==> src/rtl/instr_fetch_unit.sv <==
// Instruction fetch stage feeding IDecoder.
// Holds the PC, issues one instruction-memory read per instruction, latches the
// returned word into the instruction register and computes the next PC.
// Only one instruction is in flight at a time, so an instruction takes at
// least three cycles: FETCH, WAIT (with rvalid) and EXEC.
//
// state | meaning
// ------+--------------------------------------------------------------
// IDLE  | out of reset, nothing requested yet
// FETCH | imem_req pulses for this single cycle, address = pc
// WAIT  | request outstanding, waiting (unbounded) for imem_rvalid
// EXEC  | IR valid for IDecoder; stall holds here, otherwise pc advances
module instr_fetch_unit #(
    parameter logic [31:0] RESET_PC = 32'h0000_0000,
    parameter int          CNT_W    = 32
) (
    input  logic             clk,
    input  logic             rst_n,
    output logic             imem_req,
    output logic [31:0]      imem_addr,
    input  logic             imem_rvalid,
    input  logic [31:0]      imem_rdata,
    output logic [31:0]      instruction,
    output logic             instr_valid,
    output logic [31:0]      pc,
    output logic [31:0]      pc_plus4,
    input  logic             stall,
    input  logic [1:0]       pc_mux_sel,
    input  logic             branch_cond,
    input  logic [31:0]      jr_addr,
    output logic [CNT_W-1:0] retired_cnt
);

    typedef enum logic [1:0] {
        ST_IDLE  = 2'd0,
        ST_FETCH = 2'd1,
        ST_WAIT  = 2'd2,
        ST_EXEC  = 2'd3
    } state_t;

    localparam logic [1:0] SEL_SEQ    = 2'b00;
    localparam logic [1:0] SEL_BRANCH = 2'b01;
    localparam logic [1:0] SEL_JUMP   = 2'b10;
    localparam logic [1:0] SEL_JR     = 2'b11;

    state_t      state_q;
    state_t      state_d;
    logic [31:0] pc_q;
    logic [31:0] ir_q;
    logic [31:0] p4;
    logic [31:0] branch_off;
    logic [31:0] next_pc;
    logic        ir_load;
    logic        pc_advance;

    // Sequential address and the sign-extended, word-scaled branch offset.
    assign p4         = pc_q + 32'd4;
    assign branch_off = {{14{ir_q[15]}}, ir_q[15:0], 2'b00};

    // Next-PC selection; only consumed in the EXEC cycle that retires.
    always_comb begin
        next_pc = p4;
        case (pc_mux_sel)
            SEL_SEQ:    next_pc = p4;
            SEL_BRANCH: next_pc = branch_cond ? (p4 + branch_off) : p4;
            SEL_JUMP:   next_pc = {p4[31:28], ir_q[25:0], 2'b00};
            SEL_JR:     next_pc = jr_addr & 32'hFFFF_FFFC;
            default:    next_pc = p4;
        endcase
    end

    // State register.
    always_ff @(posedge clk or negedge rst_n) begin
        if (!rst_n) begin
            state_q <= ST_IDLE;
        end else begin
            state_q <= state_d;
        end
    end

    // Next-state logic plus the load/advance strobes for the datapath.
    // rvalid is only honoured in WAIT so stale or late data never lands in IR.
    always_comb begin
        state_d    = state_q;
        ir_load    = 1'b0;
        pc_advance = 1'b0;
        case (state_q)
            ST_IDLE: begin
                state_d = ST_FETCH;
            end
            ST_FETCH: begin
                state_d = ST_WAIT;
            end
            ST_WAIT: begin
                if (imem_rvalid) begin
                    ir_load = 1'b1;
                    state_d = ST_EXEC;
                end
            end
            ST_EXEC: begin
                if (!stall) begin
                    pc_advance = 1'b1;
                    state_d    = ST_FETCH;
                end
            end
            default: begin
                state_d = ST_IDLE;
            end
        endcase
    end

    // PC register: advances only when an instruction retires.
    always_ff @(posedge clk or negedge rst_n) begin
        if (!rst_n) begin
            pc_q <= RESET_PC;
        end else if (pc_advance) begin
            pc_q <= next_pc;
        end
    end

    // Instruction register: resets to NOP, otherwise holds until the next read.
    always_ff @(posedge clk or negedge rst_n) begin
        if (!rst_n) begin
            ir_q <= 32'h0000_0000;
        end else if (ir_load) begin
            ir_q <= imem_rdata;
        end
    end

    // Retired-instruction counter, free to wrap.
    always_ff @(posedge clk or negedge rst_n) begin
        if (!rst_n) begin
            retired_cnt <= '0;
        end else if (pc_advance) begin
            retired_cnt <= retired_cnt + CNT_W'(1);
        end
    end

    // The request address is simply pc, so it stays put from FETCH through WAIT.
    assign imem_req    = (state_q == ST_FETCH);
    assign imem_addr   = pc_q;
    assign instr_valid = (state_q == ST_EXEC);
    assign instruction = ir_q;
    assign pc          = pc_q;
    assign pc_plus4    = p4;

endmodule

==> config.mk <==
export PLATFORM = sky130hd
export DESIGN_NAME = instr_fetch_unit
export DESIGN_NICKNAME = d
export VERILOG_FILES = /design/src/rtl/instr_fetch_unit.sv
export SDC_FILE = /design/constraint.sdc
export NUM_CORES = 1
export LEC_CHECK = 0
export CORE_ASPECT_RATIO = 2
export CORE_MARGIN = 4
export CORE_UTILIZATION = 47
export CTS_CLUSTER_DIAMETER = 80
export DETAILED_ROUTE_END_ITERATION = 8
export MAX_ROUTING_LAYER = met4
export PLACE_DENSITY_LB_ADDON = 0.3
export SLEW_MARGIN = 15
export SYNTH_ARGS = -nofsm -noshare
export SYNTH_HDL_FRONTEND = slang
export SYNTH_SLANG_ARGS = --single-unit
export TNS_END_PERCENT = 100
==> constraint.sdc <==
create_clock -name clk -period 3.97 [get_ports clk]
set_input_delay 0.5955 -clock clk [delete_from_list [all_inputs] [get_ports clk]]
set_output_delay 0.5955 -clock clk [all_outputs]
set_load 0.01 [all_outputs]
* Word-level counts from Yosys, hierarchy flattened
Index checks and enable logic that the tools add are counted. W data, S select, Z words.
Storage, ports and cells: flip-flop bits (word level) 98, bits in latches 0, memory bits (writable) 0, memory bits (read-only) 0, output and inout port bits 162, memories kept 0
Cells by class: add/sub/neg operators 3, multiply operators 0, divide/modulo/power cells 0, $lt $le $gt $ge 0, equality and inequality tests 8, shift-type cells 0, multiplexer cells 9, bitwise gates (word level) 0, reductions and logical operators 3
Operator list (count):
- $pmux W32 S4 | 1
- $add A32 B1 Y32 const B | 1
- $add A32 B3 Y32 const B | 1
- $add A32 B32 Y32 | 1
- $mux W32 | 1
- $eq A2 B2 Y1 const B | 4
- $pmux W2 S4 | 1
- $eq A2 B1 Y1 const B | 2
- $logic_not A2 Y1 | 2
- $mux W1 | 4
- $mux W2 | 2
- $ne A2 B2 Y1 const B | 2
- $reduce_and A2 Y1 | 1

* Logic depth before layout (Yosys ltp)
word-level depth 4, gate-level depth with buffers 16

* Least setup slack after synthesis
No wires, ideal clock.
kind reg-to-reg, start reg pc_q[2] (netlist: imem_addr[2]), end reg pc_q[31] (netlist: imem_addr[31]), library setup time 0.130 ns, arrival 3.350 ns, required time 3.840 ns, slack 0.490 ns, stages on the path, launching flop included 16, path buffers 0, clock period less this slack 3.480 ns, cell sequence dfrtp_1 > ha_1 > and4_1 > nand3_1 > nor2_1 > and3_1 > xor2_1 > ha_1 > a21oi_1 > o21bai_1 > a21oi_1 > nand3b_1 > a21oi_1 > nor4_1 > nor4b_1 > nand2_1
Between the ends: longest elaborated chain between the ends 4
Ends and longest elaborated chain:
- from (decl) | RTL line 48 | logic [31:0] pc_q;
- from (signal assigned) | RTL line 117 | pc_q <= next_pc;
- $add A32 B3 Y32 | RTL line 57 | assign p4 = pc_q + 32'd4;
- via pc_plus4[24] | RTL line 26 | output logic [31:0] pc_plus4,
- $add A32 B32 Y32 | RTL line 65 | SEL_BRANCH: next_pc = branch_cond ? (p4 + branch_off) : p4;
- $mux W32 | RTL line 65
- $pmux W32 S4 | RTL line 63 | case (pc_mux_sel)
The timed path passes the listed nets, and every way through them passes these cells. A chain may end at the register's enable or synchronous reset.

* Worst setup path after layout
start reg pc_q[2] (netlist: imem_addr[2]), end reg pc_q[17] (netlist: imem_addr[17])
Between the ends: longest elaborated chain between the ends 4
Ends and longest elaborated chain (RTL line):
- $add A32 B3 Y32 * | 57
- $add A32 B32 Y32 | 65
- $mux W32 | 65
- $pmux W32 S4 * | 63
Every way passes the cells marked *; elsewhere a longest branch is shown, timed or not.

==> reports/metrics.csv <==
stage,metric,value,unit
drt,Initial DRC Count,285,
clock_network,clock sinks,96,
power_and_ir_drop,Leak,4.31,nW
synth,Post-Syn Area per Cell,8.91,sq um
sta,worst-margin pin slew,0.934,ns
die,Ports,233,
sta,Final Max Tran Viols,0,
run_status,status,"finished, final reports clean",
die,core area,14900,sq um
grt,pin count of the biggest net entering global routing,66,
clock_network,Root Buffer,clkbuf_16,
finish,"leading cell type in the layout, fill and taps excluded",clkdlybuf4s50_1,
synth,Yosys warnings,0,
clock_network,TritonCTS Buffers,9,
finish,final instance area,9900,sq um
grt,first-pass GRT wire length,38.1,mm
setup_path,R2R Path End,imem_addr[17]$_DFFE_PN0P_,
die,Die Ht,182,um
place,GP Congestion,0.983,
setup_path,Critical Path Fanout Max,5,
setup_path,Setup Crit Path Kind,reg2reg,
setup_path,Critical Path AT,4.00,ns
drt,drt pass-1 iters,5,
finish,Layout Area Growth over Synthesis,38.8,%
place,Post-DP HPWL,18.3,mm
die,Die Width,95.1,um
sta,Final Hold Viols,0,
sta,Tmin final,3.75,ns
synth,cell taking the most area after synthesis,dfrtp_1,
drt,Remaining DRCs,0,
sta,clk_skew,0.0121,ns
setup_path,Reg-to-Reg Start,imem_addr[2]$_DFFE_PN0P_,
grt,vias in the first global route,7281,
synth,area fraction of the dominant cell type after synthesis,33.7,%
sta,RSZ-0062 raised after global routing,false,
sta,Final period util,94.5,%
synth,Post-Syn Instances,801,
hold_path,Hold/Removal Path Class,in2async,
clock_network,Post-CTS Setup Bufs,0,
clock_network,H-tree depth,3,
setup_path,Reg2Reg Depth,13,
clock_network,CTS tree,done,
die,Die Area,17300,sq um
synth,"Seq/Total Area, Yosys",33.7,%
sta,Slew headroom,37.5,%
grt,initial antenna violation count,0,
finish,post-layout net count,1127,
synth,synthesized area,7140,sq um
finish,final core utilization,66.5,%
drt,drt total wl,24.2,mm
clock_network,Bufs on Longest Clock Path,2,
setup_path,R2R Setup Slk,0.22,ns
sta,final setup violating endpoints,0,
finish,most frequent cells in the layout,"clkdlybuf4s50_1 (222), dfrtp_1 (94), nand2_1 (93)",
power_and_ir_drop,total power draw,8.15,mW
drt,final antenna-violating net count,0,
synth,top_reg_cell synth,dfrtp_1,
place,Placed Area,9560,sq um
setup_path,crit end category,flop,
synth,Post-synth EDFFs,0,
synth,top post-synthesis cells by area,"dfrtp_1 (34%), ha_1 (6.8%), xnor2_1 (6.4%)",
setup_path,crit path from,imem_addr[2]$_DFFE_PN0P_,
grt,GRT Residual Overflow,0,
drt,routed vias/inst,5.78,
drt,Vias,7025,
setup_path,startpoint types,flop,
finish,share of cells above drive strength 1,11.3,%
clock_network,clk_lat worst skew,0.37,ns
setup_path,"Data required, critical path",4.22,ns
grt,GRT Overall Usage,29.2,%
sta,fmax,267,MHz
power_and_ir_drop,pwr dens,823,nW/um^2
synth,"Distinct cells, synth",68,
drt,detailed-route wire length per cell,19.9,um
finish,number of inserted diodes,0,
place,port bufs,224,
die,Initial Util,47.9,%
sta,Setup TNS Final,0,ns
synth,asr flop ratio synth,100,%
synth,synthesized flop and latch total,96,
job,max-cap viol count,0,
power_and_ir_drop,Max IR drop VDD,426,uV
sta,Worst Hold Slack,0.320,ns
die,# rows,63,
clock_network,clock transition at the registers of the reported paths,0.08,ns
[stage by stage]
stage	std cells	worst slack (ns)
2_1_floorplan	806	0.490
3_3_place_gp	1200	0.286
3_5_place_dp	1200	0.279
4_1_cts	1216	0.241
5_1_grt	1216	0.0196
6_report	1216	0.220
[how the worst max path moves through the flow]
stage | to | cells past startpoint
3_5_place_dp | imem_addr[28]$_DFFE_PN0P_ | 14
2_1_floorplan | imem_addr[31]$_DFFE_PN0P_ | 15
3_3_place_gp | imem_addr[28]$_DFFE_PN0P_ | 14
5_1_grt | imem_addr[31]$_DFFE_PN0P_ | 15
6_report | imem_addr[17]$_DFFE_PN0P_ | 13
4_1_cts | imem_addr[28]$_DFFE_PN0P_ | 14
[critical path, stage by stage (launching register included)]
cell	delay (ns)
dfrtp_1	0.35
ha_1	0.21
and4_1	0.33
nand2_1	0.10
xnor2_1	0.27
ha_1	0.35
a211o_1	0.30
a211oi_1	0.31
o221ai_1	0.24
a21boi_0	0.35
o21ai_0	0.19
xnor2_1	0.18
o21ai_0	0.12
a221o_1	0.33
[sequential cells by signal (all words and copies together), names as in the netlist]
name,flops
imem_addr,30
state_q,2
retired_cnt,32
instruction,32
[per-layer routing]
layer  part of all wire (%)  vias to the layer above  track usage (%)
met5                      0                        -                -
li1                       -                     3277                -
met1                     34                     3371             29.8
met2                     55                      287             51.6
met3                    5.6                       90             4.87
met4                    5.0                        0             15.8
[Yosys cell counts (10+ instances only)]
cell type,instances
a211oi_1,10
nand3_1,30
clkbuf_1,26
nand4_1,17
nand2_1,94
xor2_1,24
mux2i_1,24
nor3_1,12
buf_4,36
a21o_1,15
inv_1,21
dfrtp_1,96
xnor2_1,52
mux2_2,38
and3_1,17
nor2_1,53
a21oi_1,46
o21ai_0,48
ha_1,39
[kinds of logic after synthesis]
family                     count (synthesis)  synth area share, %
and+or+nand+nor                          253                 17.0
AOI/OAI and AO/OA                        186                 17.0
DFF                                       96                 33.7
buffers and inverters                     87                 6.49
xor gates and xnor gates                  76                 9.33
muxes                                     62                 9.36
adders and majority gates                 40                 7.12
other                                      1               0.0526
[timing repair]
item,CTS,global route
hold buffers,0,0
resized for setup,0,6
endpoints found under the setup margin,0,4
[final cells by class]
cell class	instances	area, sq um
fillers	1223	5000
repair buffers	265	2540
clock buffers	9	225
well taps	195	244
multi-input cells	623	4310
inverters	21	78.8
flip-flops and latches	96	2400
clock inverters	7	95.1
[power breakdown]
part | switching [mW] | internal, mW | leakage, nW
clock network | 0.424 | 0.554 | 0.156
registers | 0.474 | 1.32 | 1.21
logic | 2.69 | 2.69 | 2.95
total | 3.59 | 4.56 | 4.31
No activity file was read; power rests on OpenSTA's default activity.
